File: src/rtl/csr_timer_intr_pkg.sv
// -----------------------------------------------------------------------------
// csr_timer_intr_pkg
// Shared definitions for the timer / interrupt-source stage that feeds the
// CSR/exception block.
//   - CSR addresses decoded by this stage (ESTAT, TID, TCFG, TVAL, TICLR)
//   - ESTAT.IS bit positions (SWI, HWI, TI, IPI)
//   - Timer state enum
//   - highest_onehot(): fixed-priority picker used for the interrupt vector
// -----------------------------------------------------------------------------
package csr_timer_intr_pkg;

    localparam logic [13:0] CSR_ESTAT = 14'h005;
    localparam logic [13:0] CSR_TID   = 14'h040;
    localparam logic [13:0] CSR_TCFG  = 14'h041;
    localparam logic [13:0] CSR_TVAL  = 14'h042;  // read-only, never decoded for writes
    localparam logic [13:0] CSR_TICLR = 14'h044;

    localparam int IS_W    = 13;
    localparam int IS_SWI0 = 0;   // [1:0]  software interrupts
    localparam int IS_HWI0 = 2;   // [9:2]  hardware interrupts
    localparam int IS_TI   = 11;  // timer interrupt
    localparam int IS_IPI  = 12;  // inter-processor interrupt

    typedef enum logic {
        T_IDLE = 1'b0,
        T_RUN  = 1'b1
    } timer_state_e;

    // One-hot of the most significant set bit; bit 12 has the highest priority.
    function automatic logic [IS_W-1:0] highest_onehot(input logic [IS_W-1:0] req);
        logic [IS_W-1:0] sel;
        sel = '0;
        for (int i = 0; i < IS_W; i++) begin
            if (req[i]) begin
                sel    = '0;
                sel[i] = 1'b1;
            end
        end
        return sel;
    endfunction

endpackage

File: src/rtl/csr_timer_intr_if.sv
// -----------------------------------------------------------------------------
// csr_timer_intr_if
// CSR write bus from the commit stage.
//   csr_we    : write strobe
//   csr_num   : CSR address being written
//   csr_wdata : write data (already masked by the writer)
// Modports: master (commit stage drives), slave (CSR consumer).
// -----------------------------------------------------------------------------
interface csr_timer_intr_if;

    logic        csr_we;
    logic [13:0] csr_num;
    logic [31:0] csr_wdata;

    modport master (output csr_we, output csr_num, output csr_wdata);
    modport slave  (input  csr_we, input  csr_num, input  csr_wdata);

endinterface

File: src/rtl/csr_timer_core.sv
// -----------------------------------------------------------------------------
// csr_timer_core
// Countdown timer owning TCFG, TVAL and the TI pending bit.
//   clk, reset  : clock, synchronous active-high reset
//   tcfg_we_i   : TCFG write strobe (address already decoded)
//   ticlr_we_i  : TICLR write strobe (address already decoded)
//   wdata_i     : CSR write data
//   tcfg_o      : TCFG value
//   tval_o      : current countdown value
//   ti_o        : timer interrupt pending (ESTAT.IS[11])
// TCFG layout: [0] enable, [1] periodic, [TIMER_W-1:2] InitVal.
// -----------------------------------------------------------------------------
module csr_timer_core
    import csr_timer_intr_pkg::*;
#(
    parameter int TIMER_W = 32
) (
    input  logic               clk,
    input  logic               reset,
    input  logic               tcfg_we_i,
    input  logic               ticlr_we_i,
    input  logic [31:0]        wdata_i,
    output logic [TIMER_W-1:0] tcfg_o,
    output logic [TIMER_W-1:0] tval_o,
    output logic               ti_o
);

    timer_state_e       state_q, state_d;
    logic [TIMER_W-1:0] tcfg_q, tcfg_d;
    logic [TIMER_W-1:0] tval_q, tval_d;
    logic               ti_q, ti_d;
    logic [TIMER_W-1:0] reload_val;
    logic               expire;

    assign reload_val = {tcfg_q[TIMER_W-1:2], 2'b00};

    // A TCFG write in the expiry cycle takes precedence, so that cycle does
    // not count as an expiry.
    assign expire = (state_q == T_RUN) && (tval_q == '0) && !tcfg_we_i;

    // State register.
    // NOTE: every clocked assignment is non-blocking so all registers update
    // from the same pre-edge values.
    always_ff @(posedge clk) begin
        if (reset) begin
            state_q <= T_IDLE;
            tcfg_q  <= '0;
            tval_q  <= '0;
            ti_q    <= 1'b0;
        end else begin
            state_q <= state_d;
            tcfg_q  <= tcfg_d;
            tval_q  <= tval_d;
            ti_q    <= ti_d;
        end
    end

    // Next-state logic.
    // NOTE: each combinational output gets a default first so no path leaves
    // it unassigned (which would infer a latch).
    always_comb begin
        state_d = state_q;
        if (tcfg_we_i) begin
            state_d = wdata_i[0] ? T_RUN : T_IDLE;
        end else if (expire && !tcfg_q[1]) begin
            state_d = T_IDLE;
        end
    end

    // Datapath / output logic.
    always_comb begin
        tcfg_d = tcfg_q;
        tval_d = tval_q;
        ti_d   = ti_q;

        if (ticlr_we_i && wdata_i[0]) begin
            ti_d = 1'b0;
        end

        if (tcfg_we_i) begin
            tcfg_d = wdata_i[TIMER_W-1:0];
            tval_d = {wdata_i[TIMER_W-1:2], 2'b00};
        end else if (expire) begin
            // Placed after the TICLR clear so a same-cycle set wins.
            ti_d = 1'b1;
            if (tcfg_q[1]) begin
                tval_d = reload_val;
            end else begin
                tcfg_d[0] = 1'b0;
            end
        end else if (state_q == T_RUN) begin
            tval_d = tval_q - TIMER_W'(1);
        end
    end

    assign tcfg_o = tcfg_q;
    assign tval_o = tval_q;
    assign ti_o   = ti_q;

endmodule

File: src/rtl/csr_timer_intr.sv
// -----------------------------------------------------------------------------
// csr_timer_intr
// Interrupt-source stage upstream of the CSR/exception block. Owns TID, the
// timer (via csr_timer_core), the 64-bit stable counter and ESTAT.IS[12:0],
// and produces the prioritised one-hot interrupt vector plus a registered
// interrupt request.
//   clk, reset : clock, synchronous active-high reset
//   csr_bus    : CSR write bus (csr_we / csr_num / csr_wdata), slave side
//   hw_int     : level hardware interrupt lines -> ESTAT.IS[9:2]
//   ipi_int    : inter-processor interrupt level -> ESTAT.IS[12]
//   ecfg_lie   : per-source local enables
//   crmd_ie    : global interrupt enable
//   estat_is   : ESTAT[12:0]
//   tid, tcfg, tval, cnt : timer CSRs and stable counter
//   int_vec    : one-hot highest-priority pending & enabled source
//   int_req    : registered interrupt request
// Build option HWI_SYNC_EN: adds a 2-flop synchroniser in front of the
// HWI/IPI sampling register (3-cycle input-to-estat_is latency instead of 1).
// -----------------------------------------------------------------------------
module csr_timer_intr
    import csr_timer_intr_pkg::*;
#(
    parameter int          TIMER_W = 32,
    parameter logic [31:0] TID_RST = 32'h0
) (
    input  logic                clk,
    input  logic                reset,
    csr_timer_intr_if.slave     csr_bus,
    input  logic [7:0]          hw_int,
    input  logic                ipi_int,
    input  logic [IS_W-1:0]     ecfg_lie,
    input  logic                crmd_ie,
    output logic [IS_W-1:0]     estat_is,
    output logic [31:0]         tid,
    output logic [TIMER_W-1:0]  tcfg,
    output logic [TIMER_W-1:0]  tval,
    output logic [63:0]         cnt,
    output logic [IS_W-1:0]     int_vec,
    output logic                int_req
);

    logic            wr_estat, wr_tid, wr_tcfg, wr_ticlr;
    logic [1:0]      swi_q, swi_d;
    logic [7:0]      hwi_q;
    logic            ipi_q;
    logic [31:0]     tid_q, tid_d;
    logic [63:0]     cnt_q, cnt_d;
    logic            int_req_q, int_req_d;
    logic            ti;
    logic [7:0]      hw_src;
    logic            ipi_src;
    logic [IS_W-1:0] pend;

    assign wr_estat = csr_bus.csr_we && (csr_bus.csr_num == CSR_ESTAT);
    assign wr_tid   = csr_bus.csr_we && (csr_bus.csr_num == CSR_TID);
    assign wr_tcfg  = csr_bus.csr_we && (csr_bus.csr_num == CSR_TCFG);
    assign wr_ticlr = csr_bus.csr_we && (csr_bus.csr_num == CSR_TICLR);

    csr_timer_core #(
        .TIMER_W (TIMER_W)
    ) u_timer (
        .clk        (clk),
        .reset      (reset),
        .tcfg_we_i  (wr_tcfg),
        .ticlr_we_i (wr_ticlr),
        .wdata_i    (csr_bus.csr_wdata),
        .tcfg_o     (tcfg),
        .tval_o     (tval),
        .ti_o       (ti)
    );

`ifdef HWI_SYNC_EN
    logic [7:0] hw_meta_q, hw_sync_q;
    logic       ipi_meta_q, ipi_sync_q;

    // Two-flop synchroniser for asynchronous interrupt lines.
    always_ff @(posedge clk) begin
        if (reset) begin
            hw_meta_q  <= '0;
            hw_sync_q  <= '0;
            ipi_meta_q <= 1'b0;
            ipi_sync_q <= 1'b0;
        end else begin
            hw_meta_q  <= hw_int;
            hw_sync_q  <= hw_meta_q;
            ipi_meta_q <= ipi_int;
            ipi_sync_q <= ipi_meta_q;
        end
    end

    assign hw_src  = hw_sync_q;
    assign ipi_src = ipi_sync_q;
`else
    assign hw_src  = hw_int;
    assign ipi_src = ipi_int;
`endif

    always_comb begin
        swi_d     = wr_estat ? csr_bus.csr_wdata[1:0] : swi_q;
        tid_d     = wr_tid ? csr_bus.csr_wdata : tid_q;
        cnt_d     = cnt_q + 64'd1;
        int_req_d = crmd_ie && (|pend);
    end

    always_ff @(posedge clk) begin
        if (reset) begin
            swi_q     <= '0;
            hwi_q     <= '0;
            ipi_q     <= 1'b0;
            tid_q     <= TID_RST;
            cnt_q     <= '0;
            int_req_q <= 1'b0;
        end else begin
            swi_q     <= swi_d;
            hwi_q     <= hw_src;
            ipi_q     <= ipi_src;
            tid_q     <= tid_d;
            cnt_q     <= cnt_d;
            int_req_q <= int_req_d;
        end
    end

    // ESTAT.IS assembly; bit 10 is reserved and reads as zero.
    always_comb begin
        estat_is                  = '0;
        estat_is[IS_SWI0 +: 2]    = swi_q;
        estat_is[IS_HWI0 +: 8]    = hwi_q;
        estat_is[IS_TI]           = ti;
        estat_is[IS_IPI]          = ipi_q;
    end

    assign pend    = estat_is & ecfg_lie;
    assign int_vec = highest_onehot(pend);
    assign int_req = int_req_q;
    assign tid     = tid_q;
    assign cnt     = cnt_q;

endmodule

File: src/flat_wrapper.sv
// flat-port wrapper written by rule: the top's interface ports become plain ports
module csr_timer_intr_flat import csr_timer_intr_pkg::*;
#(
    parameter int          TIMER_W = 32,
    parameter logic [31:0] TID_RST = 32'h0
)
  (clk, reset, hw_int, ipi_int, ecfg_lie, crmd_ie, estat_is, tid, tcfg, tval, cnt, int_vec, int_req, csr_bus_csr_we, csr_bus_csr_num, csr_bus_csr_wdata);
  csr_timer_intr_if csr_bus_i ();
  input  logic clk;
  input  logic reset;
  input  logic [7:0] hw_int;
  input  logic ipi_int;
  input  logic [IS_W-1:0] ecfg_lie;
  input  logic crmd_ie;
  output logic [IS_W-1:0] estat_is;
  output logic [31:0] tid;
  output logic [TIMER_W-1:0] tcfg;
  output logic [TIMER_W-1:0] tval;
  output logic [63:0] cnt;
  output logic [IS_W-1:0] int_vec;
  output logic int_req;
  input wire logic [$bits(csr_bus_i.csr_we)-1:0] csr_bus_csr_we;
  input wire logic [$bits(csr_bus_i.csr_num)-1:0] csr_bus_csr_num;
  input wire logic [$bits(csr_bus_i.csr_wdata)-1:0] csr_bus_csr_wdata;
  assign csr_bus_i.csr_we = csr_bus_csr_we;
  assign csr_bus_i.csr_num = csr_bus_csr_num;
  assign csr_bus_i.csr_wdata = csr_bus_csr_wdata;
  csr_timer_intr #(.TIMER_W(TIMER_W), .TID_RST(TID_RST)) u_core (.clk(clk), .reset(reset), .csr_bus(csr_bus_i), .hw_int(hw_int), .ipi_int(ipi_int), .ecfg_lie(ecfg_lie), .crmd_ie(crmd_ie), .estat_is(estat_is), .tid(tid), .tcfg(tcfg), .tval(tval), .cnt(cnt), .int_vec(int_vec), .int_req(int_req));
endmodule
File: config.mk
export PLATFORM = sky130hd
export DESIGN_NAME = csr_timer_intr_flat
export DESIGN_NICKNAME = d
export VERILOG_FILES = /design/src/rtl/csr_timer_intr_pkg.sv /design/src/rtl/csr_timer_intr_if.sv /design/src/rtl/csr_timer_core.sv /design/src/rtl/csr_timer_intr.sv /design/src/flat_wrapper.sv
export SDC_FILE = /design/constraint.sdc
export NUM_CORES = 1
export LEC_CHECK = 0
export ABC_AREA = 1
export BUFFER_PORTS_ARGS = -buffer_cell sky130_fd_sc_hd__buf_4
export CAP_MARGIN = 15
export CORE_MARGIN = 3
export CORE_UTILIZATION = 40
export DETAILED_ROUTE_END_ITERATION = 10
export GPL_TIMING_DRIVEN = 0
export HOLD_SLACK_MARGIN = 0.08
export PLACE_DENSITY_LB_ADDON = 0.25
export SLEW_MARGIN = 20
export SYNTH_ARGS = -nofsm -noshare
export SYNTH_HDL_FRONTEND = slang
export SYNTH_SLANG_ARGS = --single-unit
File: constraint.sdc
create_clock -name clk -period 2.36 [get_ports clk]
set_input_delay 0.118 -clock clk [delete_from_list [all_inputs] [get_ports clk]]
set_output_delay 0.118 -clock clk [all_outputs]
set_load 0.01 [all_outputs]
==> metrics.log <==
INFO  metric worstSkewPairLatency = 440 ps
INFO  metric netlist.top_cell.by_area = sky130_fd_sc_hd__dfxtp_1
INFO  metric worst_hold_path_type = primary input to flop
INFO  metric portion_of_the_post_synthesis_area_used_by_sequential_elements = 0.376
INFO  metric finalCritPeriodShare = 0.934
INFO  metric syn_avg_cell_area = 6.35 um2
INFO  metric placer_congestion = 1.02
INFO  metric criticalPathCategory = flop to flop
INFO  metric synth_common_cells = sky130_fd_sc_hd__nand2_1 (335), sky130_fd_sc_hd__nor2_1 (300), sky130_fd_sc_hd__dfxtp_1 (174)
INFO  metric initialDrtViolationCount = 1,091
INFO  metric synth.cell_area = 9270 um2
INFO  metric total_leakage_power = 5.59 nW
INFO  metric hpwl = 28.1 mm
INFO  metric grt_remaining_overflow = 0
INFO  metric power.density_cell_area = 495 nW/um2
INFO  metric synth-async-reset-ratio = 0
INFO  metric chipWidth = 158 um
INFO  metric max_slew_violations = 0
INFO  metric timing.critical_path.slowest_stage_cell = sky130_fd_sc_hd__dlygate4sd3_1
INFO  metric hold_path_depth = 5
INFO  metric clkPwrFrac = 0.468
INFO  metric synth_most_common_cell = sky130_fd_sc_hd__nand2_1
INFO  metric total_switching_power = 1.50 mW
INFO  metric crit_path_start_kind = flop
INFO  metric end_kind = flop
INFO  metric worst_ep_required_time = 2700 ps
INFO  metric layout-area-overhead-vs-synth = 36.8%
INFO  metric timing.critical_path.arrival = 2550 ps
INFO  metric worst_r2r_startpoint = u_core.u_timer.ti_o
INFO  metric postSynthRegisterBits = 174
INFO  metric via_count_of_the_first_global_routing_pass = 10.2k
INFO  metric reg2reg_setup_slack = 150 ps
INFO  metric worst_r2r_endpoint = u_core.int_req
INFO  metric drt_wl_total = 35.7 mm
INFO  metric grt_start_max_net_pins = 17
INFO  metric ir_drop = 436 uV
INFO  metric drive_above_1_share = 0.194
INFO  metric detail_route.wl_per_cell = 17.1 um
INFO  metric timing.critical_path.to = u_core.int_req
INFO  metric crit_start = u_core.u_timer.ti_o
INFO  metric drtAntennaViolNets = 0
INFO  metric floorplan.io_pins = 259
INFO  metric final.setup.tns = 0 ps
INFO  metric drt_pass1_iterations = 6
INFO  metric finClkSkew = 11.9 ps
INFO  metric worst_slew_pin_slew = 816 ps
INFO  metric drv_cap = 0
INFO  metric timing.hold.ws = 89.5 ps
INFO  metric hold_viol_final = 0
INFO  metric fmax = 0.453 GHz
INFO  metric area_share_of_the_largest_cell_type_after_synthesis = 0.376
INFO  metric grt_antenna_before_repair = 1
INFO  metric final-setup-viol-count = 0
INFO  metric p_sw_frac = 0.238
INFO  metric crit_path_cell_trace = nand2_1 > nand3_1 > a21oi_1 > nand3_1 > nor2_2 > inv_1 > o211ai_1 > dlygate4sd3_1 > inv_1
INFO  metric seq_power_share = 0.472
INFO  metric grt_pass1_wl = 54.9 mm
INFO  metric cts_max_level = 4
INFO  metric antenna-diode-count = 0
INFO  metric combinationalPowerShare = 0.059
INFO  metric cts_tree = built
INFO  metric synth-edff-count = 0
INFO  metric ys_dominant_reg_cell = sky130_fd_sc_hd__dfxtp_1
INFO  metric finish.net_count = 1,857
INFO  metric cts_inserted_buffers = 17
INFO  metric max-slew-margin-rel = 0.456
INFO  metric globalRouteTotalUtil = 0.281
INFO  metric clk_pin_slew_worst_paths = 70 ps
INFO  metric core_region_area = 22,700 um2
INFO  metric final_period_minus_worst_setup_slack = 2210 ps
INFO  metric cts.sinks = 174
INFO  metric synth-warning-count = 0
INFO  metric route.vias.total = 11.0k
INFO  metric maximum_single_stage_delay_on_the_critical_path = 580 ps
INFO  metric crit_fanout = 3
INFO  metric outcome = completed
INFO  metric worst-r2r-cell-count = 9
INFO  metric vertical_die_dimension = 158 um
INFO  metric port-buffer-count = 255
INFO  metric die_area = 25,000 um2
INFO  metric syn-instance-count = 1,460
INFO  metric cts_buffer_depth = 2
INFO  metric detail_routed_via_count_per_cell = 5.26
INFO  metric num_rows = 55
INFO  metric clk_root_buffer_cell = sky130_fd_sc_hd__clkbuf_16
INFO  metric initial_core_util = 0.408
INFO  metric post_synth_cell_types = 40
INFO  metric cell_internal_pwr = 4.78 mW
INFO  metric number_of_remaining_drc_errors = 0
INFO  metric yosys-top-cells-area = sky130_fd_sc_hd__dfxtp_1 (38%), sky130_fd_sc_hd__nand2_1 (14%), sky130_fd_sc_hd__nor2_1 (12%)
INFO  metric final_core_util = 0.558
==> how the worst min path moves through the flow <==
| stage | start | end | slack, ps |
|---|---|---|---|
| 2_1_floorplan | hw_int[0] | u_core.hwi_q[0] | 220 |
| 3_3_place_gp | ipi_int | u_core.ipi_q | 320 |
| 3_5_place_dp | hw_int[0] | u_core.hwi_q[0] | 330 |
| 4_1_cts | csr_bus_csr_num[1] | u_core.u_timer.ti_o | 80 |
| 5_1_grt | csr_bus_csr_we | u_core.u_timer.ti_o | 180 |
| 6_report | csr_bus_csr_num[1] | u_core.u_timer.ti_o | 90 |
==> per-stage QoR <==
step / instance area, um2 / instances / worst slack, ps / power, mW
global placement: 11500 / 2001 / -79.1 / 3.33
floorplan: 9280 / 1461 / 465 / 3.14
detailed placement: 11500 / 2001 / -128 / 3.33
CTS: 12600 / 2079 / 5.68 / 6.30
finish: 12700 / 2081 / 155 / 6.27
global route: 12700 / 2081 / -2.49 / 6.46
==> registers in the layout (all words and copies together) (netlist names) <==
name	flops
u_core.cnt	64
u_core.tid	32
u_core.u_timer.tcfg_o	32
u_core.u_timer.tval_o	32
u_core.hwi_q	8
u_core.swi_q	2
u_core.int_req	1
u_core.ipi_q	1
u_core.u_timer.state_q	1
u_core.u_timer.ti_o	1
==> layout make-up <==
class | count | area, um2
clock inverters | 13 | 153
clock buffers | 19 | 453
well taps | 285 | 357
repair buffers | 303 | 2390
plain buffers | 51 | 255
flip-flops and latches | 174 | 3480
inverters | 142 | 546
multi-input cells | 1094 | 5040
fillers | 2279 | 10000
==> critical path: cells and delay by family, from the launching register on <==
family	cells	cell delay [ps]
DFF	1	350
and+or+nand+nor	4	660
AOI/OAI and AO/OA	2	390
buffers and inverters	3	710
==> kinds of logic after synthesis <==
family,share of synthesized area
fa+ha+maj,0.00270
buf+inv,0.0864
simple gates,0.410
compound gates,0.108
xor+xnor,0.0161
other cells,0.000404
flops,0.376
==> metal layers <==
layer / GRT usage / vias to the layer above / share of wire
li1: - / 5384 / -
met1: 0.373 / 4957 / 0.42
met2: 0.438 / 517 / 0.45
met3: 0.0639 / 93 / 0.086
met4: 0.122 / 2 / 0.039
met5: 0 / - / 0.00036
==> cells in the final DEF (no fill, tap or decap), types with 46 or more instances in the layout <==
| cell type | Yosys | routed |
|---|---|---|
| sky130_fd_sc_hd__nand4_1 | 56 | 56 |
| sky130_fd_sc_hd__dlygate4sd3_1 | 0 | 46 |
| sky130_fd_sc_hd__o21ai_0 | 87 | 87 |
| sky130_fd_sc_hd__buf_4 | 5 | 262 |
| sky130_fd_sc_hd__nor2_1 | 300 | 297 |
| sky130_fd_sc_hd__a21oi_1 | 66 | 66 |
| sky130_fd_sc_hd__nand3_1 | 103 | 103 |
| sky130_fd_sc_hd__nand2_1 | 335 | 335 |
| sky130_fd_sc_hd__dfxtp_1 | 174 | 173 |
| sky130_fd_sc_hd__inv_1 | 138 | 138 |
==> power groups by stage <==
stage	combinational (mW)	clock (mW)	sequential (mW)
after floorplan	0.109	0	3.03
after global placement	0.298	0	3.03
after detailed placement	0.300	0	3.03
after CTS	0.365	2.98	2.96
after global routing	0.404	3.09	2.96
final	0.372	2.94	2.96
==> timing repair <==
item | CTS | global route
resized for setup | 2 | 10
hold endpoints to repair | 83 | 0
cloned | 0 | 0
endpoints found under the setup margin | 3 | 42
setup buffers | 0 | 2
pin swaps | 0 | 1
hold buffers | 46 | 0
Power figures use the tool's default switching activity.
